`src/rtl/hazard_pkg.sv`:
```
// Shared types for the pipeline hazard controller.
//   fwd_sel_t    : E-stage operand mux select (regfile / Result in W / ALUOutM)
//   memw_state_t : data-memory wait FSM states
package hazard_pkg;

    typedef enum logic [1:0] {
        FWD_RF = 2'b00,
        FWD_W  = 2'b01,
        FWD_M  = 2'b10
    } fwd_sel_t;

    typedef enum logic [1:0] {
        IDLE    = 2'b00,
        WAIT    = 2'b01,
        RELEASE = 2'b10
    } memw_state_t;

endpackage

```
`src/rtl/hazard_ctrl_mem_wait_fsm.sv`:
```
// Multi-cycle data-memory wait sequencer.
// Holds mem_busy high for exactly MEM_LAT consecutive cycles per access, then
// spends one RELEASE cycle with mem_busy low so the M-stage instruction leaves.
// Ports:
//   clk, reset    : clock, synchronous active-high reset
//   mem_access_m  : M-stage instruction accesses dmem
//   mem_busy      : stall request for the whole pipeline
module mem_wait_fsm
    import hazard_pkg::*;
#(
    parameter int unsigned MEM_LAT = 1
) (
    input  logic clk,
    input  logic reset,
    input  logic mem_access_m,
    output logic mem_busy
);

    localparam int unsigned CW = (MEM_LAT > 2) ? $clog2(MEM_LAT) : 1;

    memw_state_t   state_q, state_d;
    logic [CW-1:0] cnt_q, cnt_d;

    always_ff @(posedge clk) begin
        if (reset) begin
            state_q <= IDLE;
            cnt_q   <= '0;
        end else begin
            state_q <= state_d;
            cnt_q   <= cnt_d;
        end
    end

    always_comb begin
        state_d  = state_q;
        cnt_d    = cnt_q;
        mem_busy = 1'b0;
        unique case (state_q)
            IDLE: begin
                if (mem_access_m) begin
                    mem_busy = 1'b1;
                    cnt_d    = CW'(MEM_LAT - 1);
                    state_d  = (MEM_LAT > 1) ? WAIT : RELEASE;
                end
            end
            WAIT: begin
                mem_busy = 1'b1;
                cnt_d    = cnt_q - CW'(1);
                if (cnt_q == CW'(1)) begin
                    state_d = RELEASE;
                end
            end
            // The access that just completed is still in M here; do not retrigger.
            RELEASE: begin
                state_d = IDLE;
            end
            default: begin
                state_d = IDLE;
            end
        endcase
    end

endmodule

```
`src/rtl/hazard_ctrl.sv`:
```
// Pipeline hazard controller for the 5-stage (F/D/E/M/W) core.
// Operand forwarding, load-use stalls, PC-write flushes, dmem wait stalls and
// saturating stall/flush performance counters.
// Ports:
//   ra1d/ra2d, ra1e/ra2e      : D/E-stage source registers
//   wa3e/wa3m/wa3w, regwrite_*: destination register and write enable per stage
//   memtoreg_e                : E-stage instruction is a load
//   pcsrc_d/e/m/w             : instruction in that stage writes the PC
//   branch_taken_e            : E-stage branch resolved taken
//   mem_access_m              : M-stage instruction accesses dmem
//   forward_ae/be             : E-stage operand mux selects
//   stall_f/d/e/m, flush_d/e/w: pipeline register hold / bubble controls
//   stall_cnt, flush_cnt      : saturating counts of stall_f / flush_e cycles
module hazard_ctrl
    import hazard_pkg::*;
#(
    parameter int unsigned RA_W    = 4,
    parameter int unsigned PC_REG  = 15,
    parameter int unsigned MEM_LAT = 1,
    parameter int unsigned CNT_W   = 16
) (
    input  logic             clk,
    input  logic             reset,
    input  logic [RA_W-1:0]  ra1d,
    input  logic [RA_W-1:0]  ra2d,
    input  logic [RA_W-1:0]  ra1e,
    input  logic [RA_W-1:0]  ra2e,
    input  logic [RA_W-1:0]  wa3e,
    input  logic [RA_W-1:0]  wa3m,
    input  logic [RA_W-1:0]  wa3w,
    input  logic             regwrite_e,
    input  logic             regwrite_m,
    input  logic             regwrite_w,
    input  logic             memtoreg_e,
    input  logic             pcsrc_d,
    input  logic             pcsrc_e,
    input  logic             pcsrc_m,
    input  logic             pcsrc_w,
    input  logic             branch_taken_e,
    input  logic             mem_access_m,
    output logic [1:0]       forward_ae,
    output logic [1:0]       forward_be,
    output logic             stall_f,
    output logic             stall_d,
    output logic             stall_e,
    output logic             stall_m,
    output logic             flush_d,
    output logic             flush_e,
    output logic             flush_w,
    output logic [CNT_W-1:0] stall_cnt,
    output logic [CNT_W-1:0] flush_cnt
);

    localparam logic [RA_W-1:0] PC_IDX = RA_W'(PC_REG);

    logic       mem_busy;
    logic       ldrstall;
    logic       pc_pend;
    fwd_sel_t   fwd_a, fwd_b;

    logic [CNT_W-1:0] stall_cnt_q, stall_cnt_d;
    logic [CNT_W-1:0] flush_cnt_q, flush_cnt_d;

    generate
        if (MEM_LAT > 0) begin : g_memw
            mem_wait_fsm #(
                .MEM_LAT (MEM_LAT)
            ) u_mem_wait_fsm (
                .clk          (clk),
                .reset        (reset),
                .mem_access_m (mem_access_m),
                .mem_busy     (mem_busy)
            );
        end else begin : g_no_memw
            assign mem_busy = 1'b0;
        end
    endgenerate

    // Forwarding: M beats W; the PC is never forwarded.
    always_comb begin
        fwd_a = FWD_RF;
        fwd_b = FWD_RF;
        if (!reset) begin
            if (regwrite_m && (wa3m == ra1e) && (ra1e != PC_IDX))      fwd_a = FWD_M;
            else if (regwrite_w && (wa3w == ra1e) && (ra1e != PC_IDX)) fwd_a = FWD_W;
            if (regwrite_m && (wa3m == ra2e) && (ra2e != PC_IDX))      fwd_b = FWD_M;
            else if (regwrite_w && (wa3w == ra2e) && (ra2e != PC_IDX)) fwd_b = FWD_W;
        end
    end

    assign forward_ae = fwd_a;
    assign forward_be = fwd_b;

    assign ldrstall = memtoreg_e & regwrite_e & ((wa3e == ra1d) | (wa3e == ra2d));
    assign pc_pend  = pcsrc_d | pcsrc_e | pcsrc_m;

    // A dmem wait freezes every stage and overrides the hazard terms.
    always_comb begin
        stall_f = 1'b0;
        stall_d = 1'b0;
        stall_e = 1'b0;
        stall_m = 1'b0;
        flush_d = 1'b0;
        flush_e = 1'b0;
        flush_w = 1'b0;
        if (reset) begin
            // all controls inactive
        end else if (mem_busy) begin
            stall_f = 1'b1;
            stall_d = 1'b1;
            stall_e = 1'b1;
            stall_m = 1'b1;
            flush_w = 1'b1;
        end else begin
            stall_f = ldrstall | pc_pend;
            stall_d = ldrstall;
            flush_d = pc_pend | pcsrc_w;
            flush_e = ldrstall | branch_taken_e;
        end
    end

    always_comb begin
        stall_cnt_d = stall_cnt_q;
        flush_cnt_d = flush_cnt_q;
        if (stall_f && (stall_cnt_q != '1)) stall_cnt_d = stall_cnt_q + CNT_W'(1);
        if (flush_e && (flush_cnt_q != '1)) flush_cnt_d = flush_cnt_q + CNT_W'(1);
    end

    always_ff @(posedge clk) begin
        if (reset) begin
            stall_cnt_q <= '0;
            flush_cnt_q <= '0;
        end else begin
            stall_cnt_q <= stall_cnt_d;
            flush_cnt_q <= flush_cnt_d;
        end
    end

    assign stall_cnt = stall_cnt_q;
    assign flush_cnt = flush_cnt_q;

endmodule

```
`config.mk`:
```
export PLATFORM = sky130hd
export DESIGN_NAME = hazard_ctrl
export DESIGN_NICKNAME = d
export VERILOG_FILES = /design/src/rtl/hazard_pkg.sv /design/src/rtl/hazard_ctrl_mem_wait_fsm.sv /design/src/rtl/hazard_ctrl.sv
export SDC_FILE = /design/constraint.sdc
export NUM_CORES = 1
export LEC_CHECK = 0
export CAP_MARGIN = 20
export CORE_UTILIZATION = 25
export CTS_BUF_LIST = sky130_fd_sc_hd__clkbuf_4
export DETAILED_ROUTE_END_ITERATION = 16
export PLACE_DENSITY_LB_ADDON = 0.15
export RECOVER_POWER = 25
export SKIP_LAST_GASP = 1
export SLEW_MARGIN = 20
export SYNTH_ARGS = -nofsm -noshare
export SYNTH_HDL_FRONTEND = slang
export SYNTH_HIERARCHICAL = 1
export SYNTH_SLANG_ARGS = --single-unit
```
`constraint.sdc`:
```
create_clock -name clk -period 2.05 [get_ports clk]
set_input_delay 0.205 -clock clk [delete_from_list [all_inputs] [get_ports clk]]
set_output_delay 0.205 -clock clk [all_outputs]
set_load 0.01 [all_outputs]
```
==> results of run 1 <==
==> registers in the layout, indices dropped and copies added (netlist names) <==
register                       flops
g_memw.u_mem_wait_fsm/state_q      1
stall_cnt                         16
flush_cnt                         16
==> final cells by class <==
class	instances	area (um^2)	area share
Multi-Input combinational cell	194	1290	0.393
Timing Repair Buffer	115	1140	0.347
Sequential cell	33	661	0.201
Tap cell	99	124	0.0376
Clock buffer	8	60.1	0.0182
Inverter	3	11.3	0.00342
==> logic make-up (layout without fill, tap and decap cells) <==
logic type / Yosys count / count (layout)
buffers and inverters: 13 / 126
xor gates and xnor gates: 36 / 36
adders and majority gates: 2 / 2
muxes: 2 / 2
AOI/OAI and AO/OA: 36 / 36
DFF: 33 / 33
and+or+nand+nor: 118 / 118
==> per-stage QoR <==
step | std cells | area (um^2) | setup TNS [ns] | utilization
floorplan | 240 | 1960 | 0 | -
detailed placement | 439 | 3080 | -5.25 | 0.416
finish | 452 | 3290 | 0 | 0.445
global placement | 439 | 3080 | -4.27 | 0.416
global route | 452 | 3290 | -0.0826 | 0.445
CTS | 449 | 3160 | -0.0710 | 0.426
==> synthesized netlist by cell type (2+ instances only) <==
cell type | instances | area (um^2)
nor3_1 | 2 | 10.0
clkbuf_1 | 4 | 15.0
nand4_1 | 18 | 113
buf_2 | 2 | 10.0
nor2b_1 | 6 | 37.5
o21ai_0 | 11 | 55.1
or4_1 | 8 | 60.1
nand2_1 | 13 | 48.8
nor2_1 | 30 | 113
or3_1 | 4 | 25.0
o31ai_1 | 6 | 45.0
inv_1 | 3 | 11.3
xnor2_1 | 11 | 96.3
nand3_1 | 16 | 80.1
xor2_1 | 25 | 219
o211ai_1 | 2 | 15.0
dfxtp_1 | 33 | 661
ha_1 | 2 | 25.0
nor4_1 | 3 | 18.8
and3_1 | 10 | 62.6
buf_4 | 3 | 22.5
a21oi_1 | 11 | 55.1
and2_1 | 2 | 12.5
and4_1 | 4 | 35.0
==> path summary, 6_finish.rpt <==
path,endpoint,from,cells past startpoint
max reg2reg,stall_cnt[15],stall_cnt[10],7
max,stall_cnt[15],ra2d[1],10
min,g_memw.u_mem_wait_fsm/state_q[1],mem_access_m,2
min reg2reg,g_memw.u_mem_wait_fsm/state_q[1],g_memw.u_mem_wait_fsm/state_q[1],1
==> per-layer routing <==
layer,vias up,track usage
met2,62,0.223
met1,994,0.186
met4,0,0.0444
met5,-,0
li1,1098,-
met3,6,0.0354
==> report_power, final <==
| group | internal (W) | switching, W |
|---|---|---|
| Clock | 0.000177 | 0.000217 |
| Sequential | 0.000650 | 0.00000611 |
| Combinational | 0.000179 | 0.000135 |
==> repair_timing <==
action | CTS | global route
endpoints found under the setup margin | 5 | 16
pin swaps | 4 | 12
gates resized for setup | 14 | 28
hold buffers | 0 | 0
buffers inserted | 2 | 1
cloned | 0 | 2
==> summary.md, run 1 <==
| Metric | Value |
|---|---|
| Clock buffer count from CTS | `5` |
| Synthesized area per cell | `just over 8 um^2` |
| Tmin final | `around 2 ns` |
| Initial antenna violation count | `0` |
| Fillcell total | `approximately 750` |
| Setup slack after layout | `0.0438 ns` |
| CTS root buf | `clkbuf_4` |
| P per Cell Area | `414 mW/mm^2` |
| Main combinational cell family by area after synthesis | `simple AND/OR/NAND/NOR gates` |
| CTS tree | `built` |
| CP bufs+invs | `4` |
| Dpl ws | `-0.341 ns` |
| Status | `finished, final reports clean` |
| Max_cap viols | `0` |
| Worst path required time | `~2.3 ns` |
| Multiplexer share of the synthesized area | `0.0108` |
| R2R Setup Slk | `around 0.070 ns` |
| Met1 Wirelength | `around 2800 um` |
| Area share of fa/ha/maj cells after synthesis | `0.0128` |
| Hold_ws | `slightly below 0.5 ns` |
| I/O Buffers | `between 80 and 90` |
| Leak | `about 1.4 nW` |
| Largest net degree at the start of global routing | `24` |
| Routed vias/inst | `~4.8` |
| I/O Pins | `83` |
| Yosys warning total | `6` |
| Critical Path AT | `2.27 ns` |
| Vias | `~2200` |
| Worst Max-Slew Pin Slew | `roughly 0.40 ns` |
| Drt wl/cell | `around 13 um` |
| Final Max Slew Viols | `0` |
| Most common library cell in the layout ignoring fill and taps | `clkdlybuf4s50_1` |
| Overall Global Routing Usage | `0.141` |
| CTS H-tree depth | `2` |
| Clock-pin transition on the worst setup and hold timing paths | `~0.10 ns` |
| Commonest cells after routing, fill and taps aside | `61 x clkdlybuf4s50_1, 33 x dfxtp_1, 30 x nor2_1, 27 x buf_4, 25 x xor2_1` |
| Max Clk Rate | `around 500 MHz` |
| Die H | `just over 90 um` |
| Clock Latency Late Sink | `between 0.3 and 0.4 ns` |
| Hold WC Path Type | `in -> reg` |
| Synthesized area | `0.00196 mm^2` |
| Final GP Congestion | `between 0.7 and 0.8` |
| CP Capture Type | `flip-flop` |
| Synthesis-to-layout area growth | `68.0%` |
| Post-Synth XOR/XNOR Area | `0.161` |
| Clk sinks | `33` |
| Worst Skew | `0.00357 ns` |
| Crit Path Class | `in -> reg` |
| Crit path max-delay cell type | `or4_4` |
| Max IR drop VDD | `around 0.00017 V` |
| Post-synthesis sequential area ratio | `0.337` |
| Num rows | `31` |
| Max_slew headroom | `0.733` |
| Initial core utilization | `0.265` |
| Vias in the first global route | `2016` |
| First-pass GRT wire length | `9490 um` |
| Main synth FF type | `dfxtp_1` |
| Most used cell along the critical path | `buf_6` |
| RSZ-0062 raised after global routing | `true` |
| Placeable Area | `approximately 0.0074 mm^2` |
| Synth Area in Compound Gates | `0.119` |
| Chip width | `between 90 and 100 um` |
| HPWL after DPL | `~4400 um` |
| Post-synth EDFFs | `0` |
| Netlist cell types | `35` |
| N_diodes | `0` |
| Post-Synth Simple-Gate Area | `0.324` |
| Fin crit share | `0.979` |
| Met2 Wirelength | `2660 um` |
| Die area | `about 0.008 mm^2` |
| Final hold vios | `0` |
| Setup violations, final | `0` |
| Critical path launch point type | `input pin` |
| Max Buffers Root-to-Sink | `2` |
| Post-synth ARST share | `0` |
| Antenna Nets Post-Route | `0` |
| Mapped Nets | `~280` |
| Crit path max-delay family | `buffers and inverters` |
| Routed WL | `between 5000 and 6000 um` |
| Total power | `0.00136 W` |
| Top sig layer | `met4` |
| Layout Nets | `between 300 and 400` |
| Critical-path cell list | `clkdlybuf4s50_1 -> xnor2_1 -> nand4_1 -> a21oi_4 -> buf_6 -> buf_6 -> o21ai_4 -> buf_12 -> or4_4 -> a21oi_2` |
| Drt first pass iters | `4` |
| DRC violations left | `0` |
| Cells after Synth | `240` |
| Global route overflow | `0` |
| Layout cells sized above 1 | `0.170` |
| Initial DRC Count | `77` |
| #FFs+latches synth | `33` |
| Delay of the slowest critical-path stage | `0.50 ns` |
| Worst-path maximum fanout | `6` |
| Routed wl met3 | `between 300 and 400 um` |
(Power assumes the default switching activity.)
==> run 2, diff against run 1 <==
--- a/config.mk
+++ b/config.mk
@@ -5,10 +5,12 @@
 export SDC_FILE = /design/constraint.sdc
 export NUM_CORES = 1
 export LEC_CHECK = 0
-export CAP_MARGIN = 20
+export CAP_MARGIN = 30
 export CORE_UTILIZATION = 25
 export CTS_BUF_LIST = sky130_fd_sc_hd__clkbuf_4
+export CTS_CLUSTER_DIAMETER = 80
 export DETAILED_ROUTE_END_ITERATION = 16
+export DONT_BUFFER_PORTS = 1
 export PLACE_DENSITY_LB_ADDON = 0.15
 export RECOVER_POWER = 25
 export SKIP_LAST_GASP = 1
==> summary.md, run 2 (same netlist as run 1, synthesis figures left out) <==
| Metric | Value |
|---|---|
| CP Capture Type | `flip-flop` |
| Vias | `1865 (-14%)` |
| Hold_sp | `reset` |
| CTS H-tree depth | `2 (unchanged)` |
| Layout Nets | `306 (-22%)` |
| Status | `finished, final reports clean` |
| Hold WC Path Type | `in -> reg` |
| Int Pwr | `0.000862 W (-14%)` |
| Clock Latency Late Sink | `0.34 ns (+0.02 ns)` |
| Commonest cells after routing, fill and taps aside | `32 x dfxtp_1, 30 x nor2_1, 25 x xor2_1, 24 x buf_4, 18 x nand4_1` |
| Most common library cell in the layout ignoring fill and taps | `dfxtp_1` |
| N_diodes | `0 (unchanged)` |
| Num rows | `31 (unchanged)` |
| Die H | `90.6 um (unchanged)` |
| Sequential power share | `0.557 (+0.076)` |
| Worst path required time | `2.33 ns (about the same)` |
| Setup violations, final | `0 (unchanged)` |
| Crit path max-delay cell type | `or4_1` |
| Leak | `0.836 nW (-39%)` |
| Delay of the slowest critical-path stage | `0.50 ns (about the same)` |
| Fillcell total | `798 (+6.8%)` |
| Chip width | `90.6 um (unchanged)` |
| CTS tree | `built` |
| Vias in the first global route | `1827 (-9.4%)` |
| R2R Setup Slk | `0.12 ns (+0.05 ns)` |
| Hold_ws | `0.0246 ns (-0.468 ns)` |
| Combinational fraction of design power | `0.136 (-0.094)` |
| Clock-pin transition on the worst setup and hold timing paths | `0.11 ns (about the same)` |
| Max_slew headroom | `0.686 (-0.0476)` |
| Final hold vios | `0 (unchanged)` |
| Clk sinks | `33 (unchanged)` |
| Antenna Nets Post-Route | `0 (unchanged)` |
| DRC violations left | `0 (unchanged)` |
| P per Cell Area | `515 mW/mm^2 (+24%)` |
| CTS root buf | `clkbuf_4` |
| I/O Pins | `83 (unchanged)` |
| Overall Global Routing Usage | `0.137 (-0.00388)` |
| Synthesis-to-layout area growth | `16.2%` |
| Max_cap viols | `0 (unchanged)` |
| Tmin final | `1.93 ns (-0.0792 ns)` |
| NetSw | `0.000313 W (-13%)` |
| Critical path launch point type | `flip-flop` |
| Placeable Area | `0.00741 mm^2 (unchanged)` |
| Worst-path maximum fanout | `18 (+12)` |
| Critical-path cell list | `and4_1 -> and3_1 -> nand3_1 -> o21ai_2 -> buf_4 -> or4_1 -> a21oi_1` |
| FF-to-FF Start | `stall_cnt[5]` |
| Worst Max-Slew Pin Slew | `0.468 ns (+0.0714 ns)` |
| Setup TNS | `0 ns (unchanged)` |
| Footprint of the multi-input gates | `0.00122 mm^2 (-5.3%)` |
| Layout cells sized above 1 | `0.136 (-0.0336)` |
| Worst Skew | `0.0171 ns (+0.0136 ns)` |
| Core Util, Final | `0.308 (-0.137)` |
| Initial DRC Count | `45 (-42%)` |
| Sw Share | `0.266 (+0.00319)` |
| Drt wl/cell | `14.8 um (+13%)` |
| Routed WL | `5370 um (-9.1%)` |
| Initial antenna violation count | `0 (unchanged)` |
| I/O Buffers | `0 (-100%)` |
| Routed vias/inst | `5.14 (+7.5%)` |
| First-pass GRT wire length | `8910 um (-6.0%)` |
| Max Clk Rate | `519 MHz (+4.1%)` |
| Fin crit share | `0.940 (-0.0386)` |
| Die area | `0.00820 mm^2 (unchanged)` |
| Worst setup startpoint | `stall_cnt[5]` |
| Drt first pass iters | `4 (unchanged)` |
| Critical Path AT | `2.21 ns (-0.06 ns)` |
| RSZ-0062 raised after global routing | `false` |
| Final Max Slew Viols | `0 (unchanged)` |
| Crit Path Class | `reg -> reg` |
| FF+latch area | `662 um^2 (+0.19%)` |
| Clock network fraction of total power | `0.306 (+0.017)` |
| Max Buffers Root-to-Sink | `2 (unchanged)` |
| Max IR drop VDD | `0.000179 V (+4.2%)` |
| Final GP Congestion | `0.776 (+1.2%)` |
| Clock buffer count from CTS | `5 (unchanged)` |
| Largest net degree at the start of global routing | `29 (+21%)` |
| Initial core utilization | `0.265 (unchanged)` |
| Global route overflow | `0 (unchanged)` |
| HPWL after DPL | `4070 um (-7.6%)` |
==> run 2: cell types whose count changed in the layout (fill, tap and decap cells not counted), sizes merged <==
cell           previous run  this run
clkdlybuf4s50            61         0
clkinv                    0         1
dlygate4sd2               8         0
dlymetal6s2s             11         0
clkbuf                   11         8
buf                      32        25
==> run 2: critical path: cells and delay by family (launching register included) <==
kind                   cells  cell delay [ns]
and+or+nand+nor            4             1.05
DFF                        1             0.37
AOI/OAI and AO/OA          2             0.24
buffers and inverters      1             0.19
==> run 2: area by class of cell <==
cell class | count | share of cell area
sequential | 33 | 0.290
inverter | 3 | 0.00494
timing repair buffer | 27 | 0.0912
clock buffer | 6 | 0.0198
clock inverter | 1 | 0.00165
tap | 99 | 0.0544
multi-input combinational | 194 | 0.538
==> run 2: path summary, 6_finish.rpt <==
| check | endpoint | cells past startpoint |
|---|---|---|
| setup reg to reg | stall_cnt[15] | 7 |
| hold / removal | stall_cnt[4] | 3 |
| setup / recovery | stall_cnt[15] | 7 |
| hold reg to reg | g_memw.u_mem_wait_fsm/state_q[1] | 1 |
==> run 2: timing repair <==
action | CTS | global route
gates resized for setup | 0 | 1
setup endpoints to repair | 0 | 2
endpoints found under the hold margin | 28 | 0
setup buffers | 0 | 2
hold buffers | 1 | 0
==> run 2: layer usage <==
metal / track usage / up-vias / routed length [um]
met5: 0 / - / 0
met4: 0.0565 / 0 / 121
met3: 0.0513 / 11 / 446
met2: 0.230 / 77 / 2590
met1: 0.154 / 861 / 2210
li1: - / 916 / -
==> run 2: stage by stage <==
step           area, um^2  power (W)  setup WS (ns)  std cells
2_1_floorplan        1960   0.000785          0.194        240
3_3_place_gp         2210   0.000814          0.164        353
3_5_place_dp         2210   0.000815          0.114        353
4_1_cts              2270    0.00120         0.0982        361
5_1_grt              2280    0.00124        0.00692        363
6_report             2280    0.00117          0.123        363
==> run 2: power by group through the flow <==
stage / sequential [W] / clock, W / combinational, W
CTS: 0.000655 / 0.000384 / 0.000159
detailed placement: 0.000670 / 0 / 0.000145
global route: 0.000656 / 0.000408 / 0.000180
floorplan: 0.000679 / 0 / 0.000106
finish: 0.000655 / 0.000359 / 0.000160
global placement: 0.000670 / 0 / 0.000145
